**src/rtl/serial_adder.sv**
```systemverilog
// Bit-serial WIDTH-bit adder: latches two operands and a carry-in, pushes them
// LSB first through a single 1-bit full_adder cell, and assembles the result word.

module full_adder (
    input  logic a,
    input  logic b,
    input  logic carry_in,
    output logic sum,
    output logic carry_out
);
    assign sum       = a ^ b ^ carry_in;
    assign carry_out = (a & b) | (carry_in & (a ^ b));
endmodule

module serial_adder #(
    parameter int WIDTH = 8
) (
    input  logic             CLK,
    input  logic             RST,
    input  logic             START,
    input  logic [WIDTH-1:0] A_IN,
    input  logic [WIDTH-1:0] B_IN,
    input  logic             CARRY_IN,
    output logic             BUSY,
    output logic             DONE,
    output logic [WIDTH-1:0] SUM_OUT,
    output logic             CARRY_OUT
);
    localparam int CNT_W = (WIDTH > 1) ? $clog2(WIDTH) : 1;

    localparam logic [1:0] ST_IDLE = 2'b00;
    localparam logic [1:0] ST_RUN  = 2'b01;
    localparam logic [1:0] ST_FIN  = 2'b10;

    localparam logic [CNT_W-1:0] LAST_BIT = CNT_W'(WIDTH - 1);

    logic [1:0]       state_r;
    logic [WIDTH-1:0] a_sh_r;
    logic [WIDTH-1:0] b_sh_r;
    logic             carry_r;
    logic [CNT_W-1:0] cnt_r;
    logic [WIDTH-1:0] result_r;
    logic [WIDTH-1:0] sum_out_r;
    logic             carry_out_r;
    logic             busy_r;
    logic             done_r;

    logic             fa_sum_s;
    logic             fa_cout_s;
    logic [WIDTH-1:0] result_nxt_s;
    logic             accept_s;

    full_adder u_fa (
        .a         (a_sh_r[0]),
        .b         (b_sh_r[0]),
        .carry_in  (carry_r),
        .sum       (fa_sum_s),
        .carry_out (fa_cout_s)
    );

    // Each new sum bit enters at the MSB so the word is in place after WIDTH shifts.
    generate
        if (WIDTH == 1) begin : g_result_w1
            assign result_nxt_s = fa_sum_s;
        end else begin : g_result_wn
            assign result_nxt_s = {fa_sum_s, result_r[WIDTH-1:1]};
        end
    endgenerate

    // A new request is taken only when not mid-operation (IDLE or the FIN cycle).
    always_comb begin
        accept_s = 1'b0;
        if (START && ((state_r == ST_IDLE) || (state_r == ST_FIN))) begin
            accept_s = 1'b1;
        end else begin
            accept_s = 1'b0;
        end
    end

    // Sequencer: operand load, per-bit shift/carry update, and result publication.
    always_ff @(posedge CLK or posedge RST) begin
        if (RST) begin
            state_r     <= ST_IDLE;
            a_sh_r      <= {WIDTH{1'b0}};
            b_sh_r      <= {WIDTH{1'b0}};
            carry_r     <= 1'b0;
            cnt_r       <= {CNT_W{1'b0}};
            result_r    <= {WIDTH{1'b0}};
            sum_out_r   <= {WIDTH{1'b0}};
            carry_out_r <= 1'b0;
            busy_r      <= 1'b0;
            done_r      <= 1'b0;
        end else begin
            case (state_r)
                ST_IDLE, ST_FIN: begin
                    if (accept_s) begin
                        a_sh_r   <= A_IN;
                        b_sh_r   <= B_IN;
                        carry_r  <= CARRY_IN;
                        cnt_r    <= {CNT_W{1'b0}};
                        result_r <= {WIDTH{1'b0}};
                        state_r  <= ST_RUN;
                        busy_r   <= 1'b1;
                        done_r   <= 1'b0;
                    end else begin
                        state_r  <= ST_IDLE;
                        busy_r   <= 1'b0;
                        done_r   <= 1'b0;
                    end
                end
                ST_RUN: begin
                    a_sh_r   <= a_sh_r >> 1;
                    b_sh_r   <= b_sh_r >> 1;
                    carry_r  <= fa_cout_s;
                    result_r <= result_nxt_s;
                    if (cnt_r == LAST_BIT) begin
                        cnt_r       <= {CNT_W{1'b0}};
                        sum_out_r   <= result_nxt_s;
                        carry_out_r <= fa_cout_s;
                        state_r     <= ST_FIN;
                        busy_r      <= 1'b0;
                        done_r      <= 1'b1;
                    end else begin
                        cnt_r       <= cnt_r + CNT_W'(1);
                        state_r     <= ST_RUN;
                        busy_r      <= 1'b1;
                        done_r      <= 1'b0;
                    end
                end
                default: begin
                    state_r <= ST_IDLE;
                    busy_r  <= 1'b0;
                    done_r  <= 1'b0;
                end
            endcase
        end
    end

    assign BUSY      = busy_r;
    assign DONE      = done_r;
    assign SUM_OUT   = sum_out_r;
    assign CARRY_OUT = carry_out_r;

endmodule

```
**config.mk**
```make
export PLATFORM = sky130hd
export DESIGN_NAME = serial_adder
export DESIGN_NICKNAME = d
export VERILOG_FILES = /design/src/rtl/serial_adder.sv
export SDC_FILE = /design/constraint.sdc
export NUM_CORES = 1
export LEC_CHECK = 0
export BUFFER_PORTS_ARGS = -buffer_cell sky130_fd_sc_hd__buf_2
export CORE_MARGIN = 2
export CORE_UTILIZATION = 54
export DETAILED_ROUTE_END_ITERATION = 7
export HOLD_SLACK_MARGIN = 0.02
export PLACE_DENSITY = 0.74
export REMOVE_ABC_BUFFERS = 1
export SLEW_MARGIN = 5
export SYNTH_ARGS = -nofsm -noshare
export SYNTH_HDL_FRONTEND = slang
export SYNTH_SLANG_ARGS = --single-unit
export TNS_END_PERCENT = 50
```
**constraint.sdc**
```tcl
create_clock -name CLK -period 1.9 [get_ports CLK]
set_input_delay 0.285 -clock CLK [delete_from_list [all_inputs] [get_ports CLK]]
set_output_delay 0.285 -clock CLK [all_outputs]
set_load 0.05 [all_outputs]
```
# Word level (Yosys, flattened, before mapping)
# Cells that the tools add are included.
# word_totals
regBits	41
input_bits	20
output_inout_bits	11
word_cells	47
# classes
addsub	1
eq_ne	4
n_mux	20
bitwise_logic	5
n_reduce_logical	7
# ops
op	n
case mux 8 bit (2 select lines)	3
two-way mux 8 bit	3
two-way mux 1 bit	7
two-way mux 3 bit	2
case mux 3 bit (2 select lines)	1
case mux 1 bit (2 select lines)	2
case mux 2 bit (2 select lines)	1
AND reduction 2 bit	2
adder 3 x 1 -> 3 bit, second input constant	1
equality test 3 bit, second input constant	1
AND 1 bit	2
equality test 2 x 1 -> 1 bit, second input constant	1
equality test 2 bit, second input constant	1
logical NOT 2 bit	1
two-way mux 2 bit	1
inequality test 2 bit, second input constant	1
nonzero test 2 bit	1
OR reduction 2 bit	1
XOR 1 bit	2
logical AND 1 bit	1
logical OR 1 bit	1
bitwise OR 1 bit	1

# Depth between registers and ports, before layout
# Gate-level depths: netlist of the first run.
# depth
ltp_word	6
ltp_mapped	6
depth_no_buf	4

# Cells and area by module
# Synthesis of the first run repeated with hierarchy kept, for this count alone.
# hier_totals
hier_cells	136
area_unflattened_um2	1642.8
# modules_own_cells
mod	n_inst	cells_per_inst	area_each_um2	seq_area_each_um2
serial_adder	1	135	1622.8	950.9
full_adder	1	1	20.0	0.0

# Worst setup path after synthesis of the first run
# No wires, ideal clock.
# synth_timing
path_kind	flip-flop to flip-flop
from	register state_r[0]
to	register carry_out_r (netlist: CARRY_OUT)
setup_time_ps	125
t_arrival_ps	1506
t_required_ps	1775
setup_slack_ps	269
path_stages_with_launch	6
cell_sequence	dfrtp_1 -> buf_4 -> nor2b_4 -> buf_6 -> nand2_8 -> mux2_4
# synth_via
elab_chain_cells	2
# synth_lines
item	line	source
from (decl)	37	logic [1:0] state_r;
from (signal assigned)	83	state_r <= ST_IDLE;
from (signal assigned)	102	state_r <= ST_RUN;
from (signal assigned)	106	state_r <= ST_IDLE;
equality test 2 x 1 -> 1 bit	94	case (state_r)
AND reduction 2 bit (no line)	--	
to (signal assigned)	119	carry_out_r <= fa_cout_s;
to (decl)	44	logic carry_out_r;
# No other way between the ends.
# A chain may end at the register's enable or synchronous reset.

# Worst setup path after layout of the first run
# layout_timing
from	register done_r (netlist: DONE)
to	output DONE
# layout_rtl
item	line	source
from (decl)	46	logic done_r;
from (signal assigned)	92	done_r <= 1'b0;
from (signal assigned)	104	done_r <= 1'b0;
from (signal assigned)	108	done_r <= 1'b0;
to (decl)	25	output logic DONE,
# No word-level cell between the ends.

==> results of run 1 <==
sequential cells by signal, indices dropped and copies added, names as in the netlist:
signal,flops
SUM_OUT,8
a_sh_r,8
b_sh_r,8
result_r,7
cnt_r,3
CARRY_OUT,1
DONE,1
carry_r,1
state_r,1
layout make-up:
class / count / area (um2) / area share (%)
inverters: 2 / 7.507 / 0.3727
flip-flops and latches: 38 / 950.9 / 47.21
multi-input cells: 91 / 732.0 / 36.34
clock inverters: 1 / 30.03 / 1.491
clock buffers: 6 / 51.30 / 2.547
well taps: 44 / 55.05 / 2.733
repair buffers: 35 / 187.7 / 9.317
tightest hold or removal path: stages:
cell,delay (ns)
buf_2,0.09
inv_1,0.04
buf_4,0.40
layer usage:
metal  wire, um  up-vias
met1       1345      575
met5          0        -
met2       1403       25
met3        105        8
li1           -      577
met4         65        0
through the flow:
| stage | power (mW) | TNS [ns] | worst slack [ns] | util [%] |
|---|---|---|---|---|
| 4_1_cts | 3.669 | 0 | 0.2288 | 65.45 |
| 3_5_place_dp | 3.110 | 0 | 0.4398 | 62.80 |
| 2_1_floorplan | 2.695 | -1.639 | -0.1658 | - |
| 5_1_grt | 3.898 | 0 | 0.1762 | 65.45 |
| 3_3_place_gp | 3.029 | 0 | 0.4808 | 62.80 |
| 6_report | 3.621 | 0 | 0.2402 | 65.45 |
power by group through the flow:
stage / clock (mW) / sequential (mW) / combinational (mW)
2_1_floorplan: 0 / 1.79 / 0.904
3_3_place_gp: 0 / 1.43 / 1.60
3_5_place_dp: 0 / 1.46 / 1.65
4_1_cts: 0.576 / 1.44 / 1.66
5_1_grt: 0.607 / 1.49 / 1.80
6_report: 0.557 / 1.43 / 1.63
final timing paths:
path	start	endpoint	cells after the start
setup / recovery	DONE	DONE	2
hold / removal	RST	a_sh_r[1]	3
hold reg to reg	result_r[1]	result_r[1]	1
min in group CLK	B_IN[6]	b_sh_r[6]	3
max in group asynchronous	RST	a_sh_r[5]	3
setup reg to reg	cnt_r[0]	cnt_r[2]	4
synth_stat cells, drive strengths merged (2+ instances only):
| cell type | instances | area [um2] |
|---|---|---|
| a211oi | 8 | 60.06 |
| a21oi | 8 | 40.04 |
| a22o | 9 | 78.83 |
| buf | 7 | 43.79 |
| clkbuf | 4 | 15.01 |
| dfrtp | 38 | 950.9 |
| ha | 2 | 25.02 |
| inv | 2 | 7.510 |
| mux2 | 10 | 146.4 |
| mux2i | 10 | 100.1 |
| nand2 | 2 | 23.77 |
| nand2b | 2 | 12.51 |
| nand3 | 3 | 15.01 |
| nor2 | 8 | 37.54 |
| nor2b | 10 | 70.06 |
| nor3 | 7 | 35.03 |
| o21ai | 3 | 15.01 |
| o22ai | 6 | 37.54 |
cells by family after synthesis:
family / count (synthesis) / share of synthesized area [%]
DFF: 38 / 54.36
adders and majority gates: 3 / 2.575
buffers and inverters: 13 / 3.791
muxes: 20 / 14.09
AOI/OAI and AO/OA: 36 / 14.09
and+or+nand+nor: 32 / 11.09
==> flow_summary_export.csv, run 1 <==
group,metric,value,unit
setup_path,cp_num_buf_inv,2,
die,ios,31,
sta,finClkSkew,0.006735,ns
synth,synth_ff_type,"dfrtp_1",
layout,layout_commonest_cell,"dfrtp_1",
die,die_h,60.92,um
cts,cts_max_level,2,
place,placed_area,0.001933,mm2
sta,worst_pin_slew,0.4667,ns
die,fp.dieW,60.92,um
sta,period_minus_slack,1.660,ns
cts,clk_pin_slew,0.11,ns
drt,drtIter0Drc,66,
setup_path,worstSetupEndpointType,"primary output",
setup_path,critical_path_class,"flop to primary output",
global_routing,grt_max_degree,39,
layout,antenna-diode-count,0,
pwr,pwr-share-clk,15.4,%
synth,synth-seq-area-share,54.36,%
setup_path,path_cells,"buf_4, buf_2",
place,place.gp.congestion,0.7178,
setup_path,max_stage_delay,0.49,ns
die,fp.dieArea,0.003711,mm2
global_routing,grt_antenna_before_repair,0,
pwr,p_sw_share,39.46,%
place,dp_cells,210,
global_routing,grt-ovfl-total,0,
sta,maxSlewHeadroom,68.89,%
sta,hold_ws,0.03301,ns
pwr,peakVddDrop,0.8361,mV
cts,post_cts_buffers,0,
pwr,power_frac_comb,45.1,%
drt,routedWlPerCell,13.45,um
synth,synth_area,0.001749,mm2
cts,cts_resized,0,
layout,fin_nets,196,
synth,ys_ff_latch,38,
run,cap_violations,0,
pwr,leakage,0.9568,nW
global_routing,first_global_vias,1193,
setup_path,cp_top_family,"buffers and inverters",
drt,finalWirelength,2919,um
sta,finalSetupViolations,0,
die,placement_rows,20,
layout,fin_cells,217,
cts,cts_buffers,5,
layout,areaGrowthSynthToFinish,15.16,%
outcome,status,"completed",
cts,cts_tree,"yes",
global_routing,grt-busiest-layer,"met2",
pwr,seqPwrFrac,39.5,%
synth,synth_edf_count,0,
global_routing,grt_pass1_wl,5326,um
setup_path,start_kind,"flop",
cts,clk_latency,0.34,ns
global_routing,grtUsageMet3,3.838,%
pwr,internal_power,2.192,mW
pwr,p_switching,1.429,mW
place,dp_hpwl,2082,um
layout,fin_area,0.002014,mm2
setup_path,r2r_slack,0.43,ns
cts,hold_buffers,0,
global_routing,grt_use_met2,30.72,%
layout,layout-drive-gt1-share,31.79,%
hold_path,hp-class,"primary input to asynchronous set/reset pin",
setup_path,critPathArrivalTime,1.37,ns
drt,drtPass1Iterations,4,
layout,fillers,245,
cts,clockRootBuffer,"clkbuf_4",
synth,ys_async_sr_fraction,100.0,%
sta,slew_viol_final,0,
drt,vias,1185,
global_routing,grt_util_met1,26.56,%
synth,postSynthCellCount,142,
setup_path,slowest_stage,"dfrtp_1",
sta,timing.fmax,602.5,MHz
cts,clock_path_buffers,2,
die,start_util,56.83,%
synth,avgSynthCellArea,12.32,um2
synth,ys_warn_count,0,
setup_path,cp.required,1.62,ns
synth,synth_cell_types,27,
layout,final_cell_mix,"38 x dfrtp_1, 30 x buf_2, 10 x mux2i_1",
sta,rsz0062_at_grt,"false",
drt,drc_errors,0,
pwr,power.density,1798,mW/mm2
setup_path,cp_max_fo,10,
drt,via_per_inst,5.461,
global_routing,grtUsageTotal,19.81,%
sta,hold_viol,0,
cts,cts_sinks,38,
die,core-area,0.003078,mm2
drt,antenna_left,0,
place,port-buffer-count,30,
sta,fin_crit_sh,87.36,%
No activity file was read; power rests on OpenSTA's default activity.
==> run 2, diff against run 1 <==
- CORE_UTILIZATION: 54 -> 25
- PLACE_DENSITY: 0.74 -> 0.39
==> run 2 against run 1 <==
Global-route usage shrank 10 points. Maximum frequency grew 8.6%. Worst setup slack gained 0.13 ns. Critical path type unchanged. Clock-buffer cell count is the same. Via count shrank 0.76%. First-iteration DRC count shrank 30%.
==> flow_summary_export.csv, run 2 (synthesized netlist as in run 1, its figures left out) <==
group,metric,value,unit
pwr,total_power,3.755,mW
cts,cts_resized,0,
setup_path,slowest_stage,"dfrtp_1",
layout,fin_cells,271,
cts,clockRootBuffer,"clkbuf_8",
setup_path,cp.required,1.62,ns
layout,fin_area,0.002126,mm2
place,port-buffer-count,30,
place,placed_area,0.002013,mm2
drt,drc_errors,0,
pwr,power.density,1766,mW/mm2
sta,rsz0062_at_grt,"false",
die,fp.dieArea,0.007682,mm2
place,place.gp.congestion,0.7297,
sta,timing.fmax,654.3,MHz
layout,final_cell_mix,"38 x dfrtp_1, 30 x buf_2, 10 x mux2i_1",
layout,utilization,31.29,%
cts,clk_latency,0.28,ns
place,dp_cells,264,
sta,period_minus_slack,1.528,ns
sta,hold_ws,0.1111,ns
die,die_h,87.65,um
outcome,status,"completed",
setup_path,cp_max_fo,6,
pwr,leakage,0.9800,nW
die,ios,31,
hold_path,hp-class,"primary input to asynchronous set/reset pin",
sta,fin_ws,0.3717,ns
cts,clk_pin_slew,0.07,ns
cts,hold_buffers,0,
setup_path,cp_top_family,"flip-flops",
run,cap_violations,0,
pwr,peakVddDrop,0.4945,mV
place,dp_hpwl,2356,um
cts,cts_buffers,5,
global_routing,grt_pass1_wl,5761,um
place,pre_cts_slack,0.4530,ns
sta,finClkSkew,0.007078,ns
cts,clock_path_buffers,2,
sta,maxSlewHeadroom,67.31,%
drt,finalWirelength,3377,um
drt,via_per_inst,4.339,
sta,hold_viol,0,
setup_path,path_cells,"buf_4, buf_2",
drt,drtIter0Drc,46,
sta,fin_crit_sh,80.43,%
global_routing,first_global_vias,1266,
sta,worst_pin_slew,0.4904,ns
setup_path,critPathArrivalTime,1.24,ns
global_routing,grt_antenna_before_repair,0,
drt,drtPass1Iterations,3,
layout,layout_commonest_cell,"dfrtp_1",
global_routing,grt-ovfl-total,0,
sta,finalSetupViolations,0,
cts,post_cts_buffers,0,
sta,finalSetupTns,0,ns
layout,antenna-diode-count,0,
setup_path,start_kind,"flop",
layout,areaGrowthSynthToFinish,21.53,%
setup_path,worstSetupEndpointType,"primary output",
sta,slew_viol_final,0,
die,fp.dieW,87.65,um
drt,routedWlPerCell,12.46,um
layout,layout-drive-gt1-share,32.57,%
global_routing,grt_max_degree,39,
die,placement_rows,30,
setup_path,critical_path_class,"flop to primary output",
layout,fin_nets,198,
drt,antenna_left,0,
setup_path,max_stage_delay,0.48,ns
cts,cts_tree,"yes",
drt,vias,1176,
die,start_util,25.75,%
setup_path,cp_num_buf_inv,2,
cts,cts_max_level,2,
die,core-area,0.006794,mm2
global_routing,grtUsageTotal,9.784,%
cts,cts_sinks,38,
==> run 2: changes by cell type in the layout (fill, tap and decap cells not counted), sizes merged <==
cell	delta
buf	+2
==> run 2: power by group <==
part,total (mW),leakage [nW],switching (mW),internal (mW)
combinational,1.63,0.457,0.926,0.702
clock,0.684,0.0573,0.265,0.420
sequential,1.44,0.466,0.253,1.19
==> run 2: final timing paths <==
kind / start / endpoint / slack (ns) / depth (start not counted)
setup reg to reg: cnt_r[0] / cnt_r[2] / 0.45 / 4
setup / recovery: DONE / DONE / 0.37 / 2
max in group asynchronous: RST / a_sh_r[7] / 1.44 / 3
hold / removal: RST / SUM_OUT[2] / 0.11 / 3
min in group CLK: B_IN[6] / b_sh_r[6] / 0.23 / 3
hold reg to reg: SUM_OUT[2] / SUM_OUT[2] / 0.51 / 1
==> run 2: routing by layer <==
metal  GRT usage (%)  vias up  wire length (um)
met2           16.25       24              1691
met3           2.922        5               153
met5               0        -                 0
met1           11.77      570              1487
met4           4.196        0                44
li1                -      577                 -
==> run 2: cell type report <==
| type | count | area [um2] |
|---|---|---|
| Sequential cell | 38 | 950.9 |
| Clock buffer | 6 | 82.58 |
| Inverter | 2 | 7.507 |
| Fill cell | 698 | 4668 |
| Clock inverter | 1 | 30.03 |
| Tap cell | 96 | 120.1 |
| Timing Repair Buffer | 37 | 202.7 |
| Multi-Input combinational cell | 91 | 732.0 |
==> run 2: worst register-to-register path, delay by kind of cell, from the launching register on <==
kind | cells | cell delay (ns)
AOI/OAI and AO/OA | 1 | 0.22
adders and majority gates | 2 | 0.47
DFF | 1 | 0.40
muxes | 1 | 0.26
